**config.mk**
```make
export PLATFORM = sky130hd
export DESIGN_NAME = mux_scan_sampler_flat
export DESIGN_NICKNAME = d
export VERILOG_FILES = /design/src/rtl/mux_scan_sampler_if.sv /design/src/rtl/mux_scan_sampler.sv /design/src/flat_wrapper.sv
export SDC_FILE = /design/constraint.sdc
export NUM_CORES = 1
export LEC_CHECK = 0
export ABC_AREA = 1
export BUFFER_PORTS_ARGS = -buffer_cell sky130_fd_sc_hd__buf_4
export CORE_MARGIN = 4
export CORE_UTILIZATION = 40
export CTS_BUF_LIST = sky130_fd_sc_hd__clkbuf_16
export CTS_CLUSTER_SIZE = 25
export DETAILED_ROUTE_END_ITERATION = 8
export PLACE_DENSITY_LB_ADDON = 0.2
export SKIP_LAST_GASP = 1
export SYNTH_ARGS = -nofsm -noshare
export SYNTH_HDL_FRONTEND = slang
export SYNTH_SLANG_ARGS = --single-unit
```
**constraint.sdc**
```tcl
create_clock -name clk -period 1.7 [get_ports clk]
set_input_delay 0.17 -clock clk [delete_from_list [all_inputs] [get_ports clk]]
set_output_delay 0.17 -clock clk [all_outputs]
set_load 0.05 [all_outputs]
```
**src/rtl/mux_scan_sampler_if.sv**
```systemverilog
// Bundle of the signals between mux_scan_sampler and its environment.
// The sampler side (master) generates sel and reports results.
// The environment side (slave) supplies the start request and the external mux output bit.
//
// Handshake: there is no backpressure on the result.
//   - valid is a one-cycle pulse that marks a new data_out word.
//   - start is a level that the sampler looks at only while idle.
//   - busy reports that a scan is in progress; start seen while busy is dropped.
interface mux_scan_sampler_if #(
    parameter int N_CH  = 4,
    parameter int SEL_W = 2
);
    logic             start;
    logic             mux_out;
    logic [SEL_W-1:0] sel;
    logic             busy;
    logic [N_CH-1:0]  data_out;
    logic             valid;

    // Sampler side.
    modport master (
        input  start,
        input  mux_out,
        output sel,
        output busy,
        output data_out,
        output valid
    );

    // Environment side: request source and external mux.
    modport slave (
        output start,
        output mux_out,
        input  sel,
        input  busy,
        input  data_out,
        input  valid
    );
endinterface

```
**src/rtl/mux_scan_sampler.sv**
```systemverilog
// mux_scan_sampler: steps an external N_CH:1 mux through all channels.
// Each channel is held for DWELL cycles.
// At the end of each dwell the mux output bit is captured into a shadow word.
// After the last channel the completed word is published on data_out with a one-cycle valid pulse.
//
// Optional build macro SCAN_AUTORUN_EN:
//   - The block runs free and ignores start.
//   - A scan follows the previous one back to back.
//   - busy stays high after the first scan has begun.
// Without the macro, a scan is launched by start while idle.
//
// Every output is a flop, so there is no combinational path from any input to any output.
// state_dbg exposes the FSM state (0 = IDLE, 1 = SCAN).
module mux_scan_sampler #(
    parameter int N_CH  = 4,
    parameter int SEL_W = 2,
    parameter int DWELL = 2,
    parameter int CNT_W = 2
) (
    input  logic                  clk,
    input  logic                  rst_n,
    mux_scan_sampler_if.master    bus,
    output logic                  state_dbg
);

    typedef enum logic {
        IDLE = 1'b0,
        SCAN = 1'b1
    } state_t;

    localparam logic [CNT_W-1:0] CNT_LAST = CNT_W'(DWELL - 1);
    localparam logic [SEL_W-1:0] SEL_LAST = SEL_W'(N_CH - 1);

    state_t          state;
    logic [CNT_W-1:0] cnt;
    // Holds the partial scan.
    // It only reaches data_out when the last channel has been captured.
    logic [N_CH-1:0]  shadow;

    assign state_dbg = state;

    // Sequencer.
    // In SCAN, the channel in sel is held until its dwell expires.
    // The mux bit present before that edge is captured.
    // Then sel advances, or the scan closes on the last channel.
    always_ff @(posedge clk or negedge rst_n) begin
        if (!rst_n) begin
            state        <= IDLE;
            cnt          <= '0;
            shadow       <= '0;
            bus.sel      <= '0;
            bus.busy     <= 1'b0;
            bus.data_out <= '0;
            bus.valid    <= 1'b0;
        end else begin
            // valid is a pulse: cleared on every edge unless a scan completes below.
            bus.valid <= 1'b0;
            case (state)
                IDLE: begin
                    bus.sel <= '0;
                    cnt     <= '0;
`ifdef SCAN_AUTORUN_EN
                    // Free-running: IDLE lasts exactly one cycle after reset.
                    state    <= SCAN;
                    bus.busy <= 1'b1;
`else
                    if (bus.start) begin
                        state    <= SCAN;
                        bus.busy <= 1'b1;
                    end
`endif
                end
                SCAN: begin
                    if (cnt != CNT_LAST) begin
                        cnt <= cnt + CNT_W'(1);
                    end else begin
                        // Dwell expired: the mux path for channel sel has settled.
                        shadow[bus.sel] <= bus.mux_out;
                        cnt             <= '0;
                        if (bus.sel != SEL_LAST) begin
                            bus.sel <= bus.sel + SEL_W'(1);
                        end else begin
                            // The last channel goes straight to data_out alongside the shadow bits.
                            bus.data_out <= {bus.mux_out, shadow[N_CH-2:0]};
                            bus.valid    <= 1'b1;
                            bus.sel      <= '0;
`ifdef SCAN_AUTORUN_EN
                            // Re-enter SCAN directly; busy never drops.
                            state    <= SCAN;
                            bus.busy <= 1'b1;
`else
                            state    <= IDLE;
                            bus.busy <= 1'b0;
`endif
                        end
                    end
                end
                default: begin
                    state    <= IDLE;
                    bus.busy <= 1'b0;
                    bus.sel  <= '0;
                    cnt      <= '0;
                end
            endcase
        end
    end

endmodule
```
**src/flat_wrapper.sv**
```systemverilog
// flat-port wrapper written by rule: the top's interface ports become plain ports
module mux_scan_sampler_flat 
#(
    parameter int N_CH  = 4,
    parameter int SEL_W = 2,
    parameter int DWELL = 2,
    parameter int CNT_W = 2
)
  (clk, rst_n, state_dbg, bus_start, bus_mux_out, bus_sel, bus_busy, bus_data_out, bus_valid);
  mux_scan_sampler_if #(.N_CH(N_CH), .SEL_W(SEL_W)) bus_i ();
  input  logic clk;
  input  logic rst_n;
  output logic state_dbg;
  input wire logic [$bits(bus_i.start)-1:0] bus_start;
  input wire logic [$bits(bus_i.mux_out)-1:0] bus_mux_out;
  output wire logic [$bits(bus_i.sel)-1:0] bus_sel;
  output wire logic [$bits(bus_i.busy)-1:0] bus_busy;
  output wire logic [$bits(bus_i.data_out)-1:0] bus_data_out;
  output wire logic [$bits(bus_i.valid)-1:0] bus_valid;
  assign bus_i.start = bus_start;
  assign bus_i.mux_out = bus_mux_out;
  assign bus_sel = bus_i.sel;
  assign bus_busy = bus_i.busy;
  assign bus_data_out = bus_i.data_out;
  assign bus_valid = bus_i.valid;
  mux_scan_sampler #(.N_CH(N_CH), .SEL_W(SEL_W), .DWELL(DWELL), .CNT_W(CNT_W)) u_core (.clk(clk), .rst_n(rst_n), .bus(bus_i), .state_dbg(state_dbg));
endmodule
```
# Word level (Yosys, flattened, before mapping)
# Cells that the tools add are included.
[totals]
reg_bits = 15
input_bits = 4
output_inout_bits = 9
word_cells = 42
[classes]
n_bitwise = 3
order_cmp = 2
muxes = 19
n_eq_ne = 5
addsub = 2
n_reduce_logical = 4
[op_table]
columns = ["cell", "count"]
rows = [
  ["$mux W1", 10],
  ["$ne A2 B2 Y1 const B", 4],
  ["$pmux W2 S2", 2],
  ["$mux W2", 3],
  ["$reduce_and A3 Y1", 2],
  ["$add A2 B1 Y2 const B", 2],
  ["$bwmux W4", 1],
  ["$pmux W1 S2", 2],
  ["$lt A2 B3 Y1 const B", 1],
  ["$not A1 Y1", 3],
  ["$demux W1 S2", 1],
  ["$ge A2 B1 Y1 const B", 1],
  ["$ne A2 B1 Y1 const B", 1],
  ["$reduce_and A2 Y1", 1],
  ["$logic_and A1 B1 Y1", 1],
]

# Logic depth before layout (Yosys ltp)
# Gate-level depths: netlist of run 1.
[depth]
word_depth = 5
ltp_mapped = 6
mapped_depth_nobuf = 6

# Least setup slack after synthesis of run 1
# No wires, ideal clock.
[synth_path]
kind = "reg-to-reg"
startpoint = "reg u_core.bus.sel[1]"
endpoint = "reg u_core.bus.data_out[0]"
arrival_time_ns = 1.333
path_stages_with_launch = 6
n_path_buf = 0
required_time_ns = 1.634
path_slack_ns = 0.301
setup_ns = 0.066
path_cell_list = "dfrtp_1 -> ha_1 -> inv_1 -> nor3_4 -> nand2_1 -> nand2_1"
[synth_between]
elab_chain_len = 3
[synth_lines]
columns = ["item", "line_no", "rtl"]
rows = [
  ["start, declared", "mux_scan_sampler_if.sv:24", "output sel,"],
  ["start signal, assigned", "mux_scan_sampler.sv:81", "bus.sel <= bus.sel + SEL_W'(1);"],
  ["$ne A2 B2 Y1", "mux_scan_sampler.sv:80", "if (bus.sel != SEL_LAST) begin"],
  ["$not A1 Y1 (no source line)", "n/a", ""],
  ["$reduce_and A3 Y1 (no source line)", "n/a", ""],
  ["end signal, assigned", "mux_scan_sampler.sv:84", "bus.data_out <= {bus.mux_out, shadow[N_CH-2:0]};"],
  ["end, declared", "mux_scan_sampler_if.sv:26", "output data_out,"],
]
# Every way passes these cells.
# A chain may end at the register's enable or synchronous reset.

# Worst setup path in the final report of run 1
[layout_path]
startpoint = "reg u_core.bus.sel[0]"
endpoint = "reg u_core.bus.data_out[1]"
# The elaborated chain is that of the path after synthesis.

==> results of run 1 <==
report_power, final:
part / internal [mW] / switching [mW]
Combinational: 0.259 / 0.616
Clock: 0.310 / 0.122
Sequential: 0.475 / 0.0910
registers in the layout, summed over array words and instances (netlist names):
name and cells:
u_core.bus.busy 1, u_core.bus.data_out 4, u_core.bus.sel 2, u_core.bus.valid 1, u_core.cnt 2, u_core.shadow 3
u_core.state_dbg 1
area by class of cell:
type	instances	area share [%]
clock buffer	3	9.27
tap	15	2.32
sequential	14	43.3
clock inverter	1	0.464
timing repair buffer	13	12.4
multi-input combinational	47	30.0
inverter	5	2.32
worst reg2reg max path, cell delays in order, from the launching register on:
cell     delay [ps]
dfrtp_1         390
ha_1            210
inv_1            90
nor3_4          260
nand2_1         100
nand2_1          60
cells in the final DEF (no fill, tap or decap):
master,n
inv_1,4
ha_1,4
clkinv_1,1
inv_2,1
nor3_4,1
nor2_1,5
nand3_1,4
dfrtp_1,14
nand2_1,28
clkbuf_16,3
dlygate4sd3_1,1
buf_4,12
o21ai_0,2
nand2_2,1
nor3_1,1
nor2_4,1
what timing repair did:
item	4_1_cts	5_1_grt
resized for setup	0	0
hold buffers	1	0
hold endpoints to repair	14	0
per-stage QoR:
step | power [mW] | cell area (um^2) | worst slack, ps | cells
after floorplan | 1.21 | 612 | 301 | 66
after global placement | 1.44 | 721 | 564 | 93
after detailed placement | 1.44 | 721 | 524 | 93
after CTS | 1.89 | 810 | 517 | 98
after global routing | 2.02 | 810 | 415 | 98
final | 1.87 | 810 | 524 | 98
cells by family (layout without fill, tap and decap cells):
logic type               count (synthesis)  after routing  share of synthesized area (%)
AO/OA/AOI/OAI                            2              2                           1.64
flip-flops                              14             14                           57.3
buffers and inverters                    5             22                           3.07
AND/OR/NAND/NOR                         41             41                           29.9
adder cells (fa/ha/maj)                  4              4                           8.18
layer usage:
layer  vias up  track usage (%)  routed length (um)
met4         0             8.29                  20
met2        13             19.8                 437
met5         -                0                   0
li1        240                -                   -
met3         3             2.30                  70
met1       204             15.6                 517
worst min-delay path by stage:
stage	end	cells after the start	slack, ps	startpoint
6_report	u_core.bus.busy	3	150	bus_start
3_3_place_gp	u_core.cnt[1]	1	30	rst_n
5_1_grt	u_core.bus.busy	3	170	bus_start
3_5_place_dp	u_core.cnt[1]	1	30	rst_n
2_1_floorplan	u_core.bus.busy	0	-130	rst_n
4_1_cts	u_core.bus.busy	3	150	bus_start
==> results by group, run 1 <==
Setup path
  – Critical path depth: 5
  – Most used cell, CP: nand2_1
  – CP endpoint: u_core.bus.data_out[1]
  – Crit path arrival time: 1350 ps
  – CP Data Required Time: 1880 ps
  – Cells along the critical path: ha_1 -> inv_1 -> nor3_4 -> nand2_1 -> nand2_1
  – WP buf/inv: 1
  – Startpoint Class: flop
  – FF-to-FF End: u_core.bus.data_out[1]
  – CP delay by family, top: simple AND/OR/NAND/NOR gates
  – Reg2Reg Launch Point: u_core.bus.sel[0]
  – Slowest cell on crit path: dfrtp_1
  – R2R depth: 5
  – Worst path max stage delay: 390 ps
  – Flop-to-flop setup slack: 520 ps
  – Crit Path Class: flop to flop
  – CP max FO: 6
  – Worst Setup SP: u_core.bus.sel[0]
  – Crit. End Element: flop

Pwr
  – Worst VDD drop: 1230 uV
  – Leak: 0.425 nW
  – Pwr Density: 2310 nW/um^2

Yosys
  – Seq cells post-synth: 14
  – Post-synth cell types: 12
  – Post-synthesis cell count: 66
  – Top FF cell, synth: dfrtp_1
  – Synth Net Count: 74
  – Count leader, synth: nand2_1
  – Area share of the largest cell type after synthesis: 57.3%
  – Synth top cells by count: nand2_1, dfrtp_1, nor2_1
  – Yosys top cell by area: dfrtp_1
  – Synth async-reset ratio: 100%
  – Netlist Area Pre-Place: 612 um^2
  – Synthesis Warnings: 0
  – Syn Area/Cell: 9.27 um^2
  – Post-synth EDFFs: 0
  – Sequential area share after synthesis: 57.3%
  – Top cells by area, synth: dfrtp_1, nand2_1, ha_1

STA
  – WHS: 149 ps
  – Slew Limit Headroom: 83.2%
  – RSZ-0062 raised after global routing: false
  – Worst slew pin tran: 251 ps
  – Final period util: 69.2%
  – Setup TNS: 0 ps
  – Fin. Hold Viols: 0
  – Skew final: 3.31 ps
  – Setup Viol. Count Final: 0
  – Slew Viols, Final: 0
  – Final min period: 1180 ps
  – Fmax: 850 MHz

Route
  – Routed Antenna Nets: 0
  – Initial DRC Count: 4
  – DR vias/cell: 4.69
  – Via count: 460
  – Total iterations of the first detailed-routing run: 4
  – Number of remaining DRC errors: 0
  – Final WL: 1050 um
  – WL/cell: 10.7 um

Final layout
  – Fillers: 127
  – FF/Latch Area: 350 um^2
  – Area growth syn-to-layout: 32.3%
  – Core Util, Final: 59.2%
  – Final Net Count: 92
  – Antenna Cells: 0
  – Ratio of cells with drive above 1 in the final layout: 22.9%
  – Multi-input logic area: 243 um^2

GRT
  – Initial antenna violation count: 0
  – Largest net degree at the start of global routing: 15
  – Vias in the first global route: 449
  – Global-route usage over all layers: 12.5%
  – Total gr overflow: 0
  – First-pass GRT wire length: 1870 um

Hold path
  – HP Class: input pin to flop

Die
  – Die Ht: 47.1 um
  – Die ar.: 2220 um^2
  – Initial Utilization: 44.8%
  – Ports: 13
  – Num rows: 13
  – Die X: 47.1 um
  – CORE AREA: 1370 um^2

Clock network
  – CTS sink cnt: 14
  – Post-CTS Setup Inserts: 0
  – CTS tree: yes
  – Clock latency on the worst-skew pair: 240 ps
  – CTS Buffer Depth: 2
  – H-tree depth: 1
  – TritonCTS Buffers: 3
  – Clock-pin slew on the worst setup and hold paths: 40 ps
  – CTS Root Cell: clkbuf_16

Status
  – Status: completed

Placement
  – Buffers on Ports: 12
  – DP HPWL: 771 um
  – Final estimated routing congestion in global placement: 0.741

Run
  – MaxCap Viol Count: 0
Power figures use the tool's default switching activity.
==> inputs of run 2 (changes only) <==
--- a/config.mk
+++ b/config.mk
@@ -5,8 +5,9 @@
 export SDC_FILE = /design/constraint.sdc
 export NUM_CORES = 1
 export LEC_CHECK = 0
-export ABC_AREA = 1
+export ABC_AREA = 0
 export BUFFER_PORTS_ARGS = -buffer_cell sky130_fd_sc_hd__buf_4
+export CORE_ASPECT_RATIO = 0.8
 export CORE_MARGIN = 4
 export CORE_UTILIZATION = 40
 export CTS_BUF_LIST = sky130_fd_sc_hd__clkbuf_16
==> constraint.sdc (replaced) <==
create_clock -name clk -period 1.15 [get_ports clk]
set_input_delay 0.115 -clock clk [delete_from_list [all_inputs] [get_ports clk]]
set_output_delay 0.115 -clock clk [all_outputs]
set_load 0.05 [all_outputs]
==> run 2 against run 1 <==
  * The flow now finishes with violations (setup timing)
  * Hold slack worse by 61 ps
  * Critical endpoint is now u_core.bus.data_out[3]
  * Synthesized cell count down 30%
  * Highest routed layer is now met3
  * Routed wire length up 9.6%
  * Utilization up 5.0 points
  * Fmax down 4.3%
  * Critical path type unchanged
  * Worst setup slack worse by 600 ps
  * Critical path depth down 2
  * First-iteration DRC count down 50%
==> results by group, run 2 <==
Clock network
  – H-tree depth: 1 (unchanged)
  – CTS sink cnt: 14 (unchanged)
  – Post-CTS Setup Inserts: 0 (unchanged)
  – TritonCTS Buffers: 3 (unchanged)
  – Clock latency on the worst-skew pair: 240 ps (about the same)
  – Clock-pin slew on the worst setup and hold paths: 40 ps (about the same)
  – CTS Root Cell: clkbuf_16
  – CTS tree: yes
  – CTS Buffer Depth: 2 (unchanged)

Setup path
  – Crit Path Class: flop to flop
  – CP max FO: 6 (unchanged)
  – CP Data Required Time: 1270 ps (-610 ps)
  – Crit. End Element: flop
  – Startpoint Class: flop
  – Crit path arrival time: 1350 ps (about the same)

GRT
  – First-pass GRT wire length: 1890 um (+1.1%)
  – Global-route usage over all layers: 11.4% (-1.1 points)
  – Initial antenna violation count: 0 (unchanged)
  – Total gr overflow: 0 (unchanged)
  – Largest net degree at the start of global routing: 15 (unchanged)
  – Vias in the first global route: 383 (-15%)

Yosys
  – Synth top cells by count: dfrtp_1, ha_1, mux2_4
  – Post-synthesis cell count: 46 (-30%)
  – Post-synth cell types: 17 (+5)
  – Sequential area share after synthesis: 53.9% (-3.3 points)
  – Mux cell area share after synthesis: 17.5% (+18 points)
  – Synth Area in Compound Gates: 2.50% (+0.87 points)
  – Count leader, synth: dfrtp_1
  – Synth Area in Simple Gates: 13.1% (-17 points)
  – Synth async-reset ratio: 100% (unchanged)
  – Seq cells post-synth: 14 (unchanged)
  – Area share of the largest cell type after synthesis: 53.9% (-3.3 points)
  – Largest family of logic cells by synthesized area: multiplexers
  – Synthesis Warnings: 0 (unchanged)
  – Post-synth EDFFs: 0 (unchanged)
  – Netlist Area Pre-Place: 649 um^2 (+6.1%)
  – Yosys top cell by area: dfrtp_1
  – Synth Net Count: 54 (-27%)
  – Post-Synth Adder-Cell Area: 7.71% (-0.47 points)
  – Syn Area/Cell: 14.1 um^2 (+52%)
  – Top cells by area, synth: dfrtp_1, mux2_4, ha_1
  – Post-Synth XOR/XNOR Area: 0% (unchanged)
  – Top FF cell, synth: dfrtp_1

Final layout
  – Area growth syn-to-layout: 44.1%
  – Fillers: 118 (-7.1%)
  – Ratio of cells with drive above 1 in the final layout: 62.7% (+40 points)
  – Most frequent cells in the layout: buf_4, dfrtp_1, mux2_4
  – Largest register FFs: 4 (unchanged)
  – Final Net Count: 76 (-17%)
  – Largest regs: u_core.bus.data_out (4), u_core.shadow (3)
  – FF/Latch Area: 354 um^2 (+1.1%)
  – Leading cell type in the layout, fill and taps excluded: buf_4
  – Most flops, register: u_core.bus.data_out
  – Multi-input logic area: 313 um^2 (+29%)
  – Antenna Cells: 0 (unchanged)

STA
  – Fmax: 813 MHz (-4.3%)
  – Final min period: 1230 ps (+53.0 ps)
  – RSZ-0062 raised after global routing: true
  – Fin. Hold Viols: 0 (unchanged)
  – Final period util: 107% (+38 points)
  – Slew Viols, Final: 0 (unchanged)
  – Worst slew pin tran: 226 ps (-24.8 ps)
  – Slew Limit Headroom: 84.9% (+1.7 points)
  – Skew final: 3.72 ps (+0.406 ps)
  – Setup TNS: -454 ps (-454 ps)
  – Final Worst Setup Slack: -79.5 ps (-603 ps)
  – Setup Viol. Count Final: 9 (+9)

Status
  – Status: complete, but fails checks
  – Failing checks: setup timing

Hold path
  – HP Class: input pin to flop

Route
  – Routed Antenna Nets: 0 (unchanged)
  – Number of remaining DRC errors: 0 (unchanged)
  – Initial DRC Count: 2 (-2)
  – Final WL: 1150 um (+9.6%)
  – WL/cell: 13.0 um (+22%)
  – DR vias/cell: 4.45 (-5.1%)
  – Total iterations of the first detailed-routing run: 2 (-2)
  – Via count: 392 (-15%)

Die
  – Ports: 13 (unchanged)
  – CORE AREA: 1460 um^2 (+6.6%)
  – Initial Utilization: 44.6% (-0.19 points)
  – Die Ht: 44.0 um (-6.5%)
  – Die ar.: 2340 um^2 (+5.3%)
  – Die X: 53.0 um (+13%)
  – Num rows: 12 (-1)

Placement
  – DP HPWL: 789 um (+2.4%)
  – Buffers on Ports: 12 (unchanged)
  – Final estimated routing congestion in global placement: 0.677 (-8.6%)
  – Worst slack at placement: -41.7 ps (-565 ps)

Run
  – MaxCap Viol Count: 0 (unchanged)
-- run 2: changes by cell type in the layout (fill, tap and decap cells not counted), moves of 3 or more --
| cell | previous run | this run |
|---|---|---|
| nand2_1 | 28 | 1 |
| mux2_4 | 0 | 6 |
| buf_4 | 12 | 16 |
| ha_1 | 4 | 0 |
| dfrtp_1 | 14 | 11 |
| dfrtp_2 | 0 | 3 |
| nand3_1 | 4 | 1 |
| nor2_1 | 5 | 2 |
-- run 2: timing repair --
item | 4_1_cts | 5_1_grt
setup endpoints to repair | 9 | 12
gates cloned | 0 | 0
hold buffers | 1 | 0
hold endpoints to repair | 14 | 0
pin swaps | 1 | 0
gates resized for setup | 1 | 3
-- run 2: final timing paths --
kind	endpoint	slack (ps)	start	cells past startpoint
hold / removal	u_core.state_dbg	90	bus_start	2
hold reg to reg	u_core.bus.data_out[1]	500	u_core.shadow[1]	1
setup / recovery	u_core.bus.data_out[3]	-80	u_core.cnt[1]	3
min in group asynchronous	u_core.bus.valid	280	rst_n	2
setup reg to reg	u_core.bus.data_out[3]	-80	u_core.cnt[1]	3
max in group asynchronous	u_core.bus.sel[1]	680	rst_n	2
-- run 2: worst max-delay path, stage by stage (launching register included) --
cell and delay, ps:
dfrtp_1 400, nor2b_4 240, nand3_4 150, mux2_4 320
-- run 2: per-layer routing --
| layer | track usage (%) | vias to the layer above | wire (um) |
|---|---|---|---|
| met3 | 6.40 | 0 | 78 |
| li1 | - | 194 | - |
| met2 | 16.8 | 9 | 543 |
| met5 | 0 | - | 0 |
| met4 | 1.53 | 0 | 0 |
| met1 | 15.1 | 189 | 523 |
-- run 2: stage by stage --
step                      hold slack, ps  std cells  instance area, um^2  util (%)
final                               88.2         88                  936      64.3
after global routing                86.5         88                  936      64.3
after CTS                           86.4         88                  923      63.4
after detailed placement           -25.1         83                  825      56.6
after global placement             -27.4         83                  825      56.6
after floorplan                     -181         46                  686         -
-- run 2: cell families after synthesis --
kind of cell | Yosys count
flops | 14
mux | 9
fa+ha+maj | 4
buf+inv | 5
simple gates | 12
compound gates | 2
-- run 2: final cells by class --
class | instances | share of cell area, %
Multi-Input combinational cell | 27 | 33.4
Clock inverter | 1 | 0.401
Clock buffer | 3 | 8.02
Timing Repair Buffer | 19 | 16.3
Inverter | 3 | 1.20
Tap cell | 21 | 2.81
Sequential cell | 14 | 37.8
Power of run 2 is left out: the tool's default activity adds up to more than one toggle a clock period on the data nets, which glitch-free logic cannot reach.
==> inputs of run 3 (changes only) <==
--- a/config.mk
+++ b/config.mk
@@ -14,7 +14,9 @@
 export CTS_CLUSTER_SIZE = 25
 export DETAILED_ROUTE_END_ITERATION = 8
 export PLACE_DENSITY_LB_ADDON = 0.2
+export SETUP_SLACK_MARGIN = 0.15
 export SKIP_LAST_GASP = 1
+export SLEW_MARGIN = 40
 export SYNTH_ARGS = -nofsm -noshare
 export SYNTH_HDL_FRONTEND = slang
 export SYNTH_SLANG_ARGS = --single-unit
==> run 3 against run 2 <==
  * The flow still finishes with violations (setup timing)
  * Utilization increased by 3.4 points
  * Critical path depth increased by 1
  * Sequential share of layout area decreased by 1.9 points
  * First-iteration DRC count increased to 4.0 times the previous value
  * Global-route usage increased by 1.4 points
  * Die area unchanged
  * Worst setup slack improved by 26 ps
  * Fmax increased by 2.2%
  * Largest cell class unchanged
  * Critical path type unchanged
  * Critical endpoint is now u_core.shadow[1]
  * Register-to-register slack improved by 30 ps
  * Flip-flop and latch count unchanged
==> results by group, run 3 (synthesis gave the netlist of run 2 again) <==
Final layout
  – Most frequent cells in the layout: buf_4, dfrtp_1, mux2_4
  – Largest regs: u_core.bus.data_out (4), u_core.shadow (3)
  – Core Util, Final: 67.6% (+3.4 points)
  – Final Net Count: 79 (+3.9%)
  – Leading cell type in the layout, fill and taps excluded: buf_4
  – Largest register FFs: 4 (unchanged)
  – Antenna Cells: 0 (unchanged)
  – Most flops, register: u_core.bus.data_out
  – Area growth syn-to-layout: 51.6%
  – Ratio of cells with drive above 1 in the final layout: 65.7% (+3.0 points)
  – Fillers: 106 (-10%)

GRT
  – Initial antenna violation count: 0 (unchanged)
  – Global-route usage over all layers: 12.9% (+1.4 points)
  – First-pass GRT wire length: 2030 um (+7.3%)
  – Vias in the first global route: 431 (+13%)
  – Largest net degree at the start of global routing: 15 (unchanged)
  – Total gr overflow: 0 (unchanged)

Setup path
  – CP Data Required Time: 1270 ps (about the same)
  – Worst Setup SP: u_core.bus.sel[1]
  – Crit path arrival time: 1320 ps (-30 ps)
  – Startpoint Class: flop
  – Crit Path Class: flop to flop
  – Crit. End Element: flop
  – Reg2Reg Launch Point: u_core.bus.sel[1]
  – CP max FO: 4 (-2)

STA
  – Setup TNS: -207 ps (+247 ps)
  – Fmax: 831 MHz (+2.2%)
  – Final period util: 105% (-2.3 points)
  – Slew Limit Headroom: 86.6% (+1.7 points)
  – Slew Viols, Final: 0 (unchanged)
  – Final Worst Setup Slack: -53.1 ps (+26.4 ps)
  – Setup Viol. Count Final: 7 (-2)
  – RSZ-0062 raised after global routing: true
  – Skew final: 4.34 ps (+0.619 ps)
  – Final min period: 1200 ps (-26.4 ps)
  – Fin. Hold Viols: 0 (unchanged)
  – Worst slew pin tran: 201 ps (-25.4 ps)

Route
  – DR top layer: met4
  – WL met3: 71 um (-9.0%)
  – WL/cell: 13.1 um (+0.76%)
  – Post-Route M1 WL: 555 um (+6.1%)
  – Total iterations of the first detailed-routing run: 4 (+2)
  – Met2 wire len: 549 um (+1.1%)
  – Final WL: 1190 um (+4.2%)
  – Routed Antenna Nets: 0 (unchanged)
  – Number of remaining DRC errors: 0 (unchanged)
  – Initial DRC Count: 8 (+6)
  – Via count: 393 (+0.26%)
  – DR vias/cell: 4.32 (-3.1%)

Die
  – CORE AREA: 1460 um^2 (unchanged)
  – Ports: 13 (unchanged)
  – Num rows: 12 (unchanged)
  – Die ar.: 2340 um^2 (unchanged)
  – Die X: 53.0 um (unchanged)
  – Die Ht: 44.0 um (unchanged)
  – Initial Utilization: 44.6% (unchanged)

Clock network
  – CTS Root Cell: clkbuf_16
  – Clock latency on the worst-skew pair: 240 ps (about the same)
  – CTS sink cnt: 14 (unchanged)
  – CTS tree: yes
  – Clock-pin slew on the worst setup and hold paths: 50 ps (about the same)
  – TritonCTS Buffers: 3 (unchanged)
  – H-tree depth: 1 (unchanged)
  – CTS Buffer Depth: 2 (unchanged)

Placement
  – Final estimated routing congestion in global placement: 0.688 (+1.6%)
  – Worst slack at placement: -36.2 ps (+5.49 ps)
  – Buffers on Ports: 12 (unchanged)
  – DP HPWL: 789 um (about the same)

Run
  – MaxCap Viol Count: 0 (unchanged)

Status
  – Failing checks: setup timing
  – Status: complete, but fails checks

Hold path
  – Hold_sp: bus_start
  – HP Class: input pin to flop
==> run 3: cell count changes in the layout (fill, tap and decap cells not counted), sizes merged <==
cell	before	now
buf	18	21
clkinv	0	1
inv	4	3
==> run 3: area by class of cell <==
type / instances / area (um^2) / area share (%)
Inverter: 3 / 13.8 / 1.40
Clock buffer: 3 / 75.1 / 7.62
Multi-Input combinational cell: 27 / 325 / 33.0
Sequential cell: 14 / 354 / 36.0
Timing Repair Buffer: 22 / 186 / 18.9
Tap cell: 21 / 26.3 / 2.67
Clock inverter: 1 / 3.75 / 0.381
==> run 3: metal layers <==
layer | vias to the layer above | GRT usage, %
li1 | 202 | -
met3 | 2 | 6.06
met1 | 181 | 16.6
met5 | - | 0
met2 | 8 | 18.1
met4 | 0 | 6.12
==> run 3: worst paths after layout <==
kind / endpoint / slack [ps] / cells after the start
worst min-delay path: u_core.state_dbg / 100 / 2
max in group asynchronous: u_core.bus.sel[1] / 690 / 2
worst min register to register: u_core.bus.data_out[1] / 500 / 1
min in group asynchronous: u_core.bus.busy / 270 / 2
worst max register to register: u_core.shadow[1] / -50 / 4
worst max-delay path: u_core.shadow[1] / -50 / 4
==> run 3: metrics by stage <==
stage                     instances  hold slack, ps  cell area (um^2)
after CTS                        90             100               936
after global routing             91            95.9               985
after global placement           83           -25.3               825
after detailed placement         83           -24.6               825
after floorplan                  46            -181               686
final                            91            98.3               985
==> run 3: timing repair <==
| item | CTS | global route |
|---|---|---|
| hold buffers | 1 | 0 |
| gates resized for setup | 2 | 8 |
| buffers inserted | 2 | 1 |
| endpoints found under the hold margin | 14 | 0 |
| endpoints found under the setup margin | 15 | 15 |
| pin swaps | 1 | 1 |
==> run 3: critical path: stages, from the launching register on <==
cell and delay [ps]:
dfrtp_2 430, inv_2 70, ha_2 180, nand3_1 70, mux2_2 330
Power of run 3 is left out for the same reason.
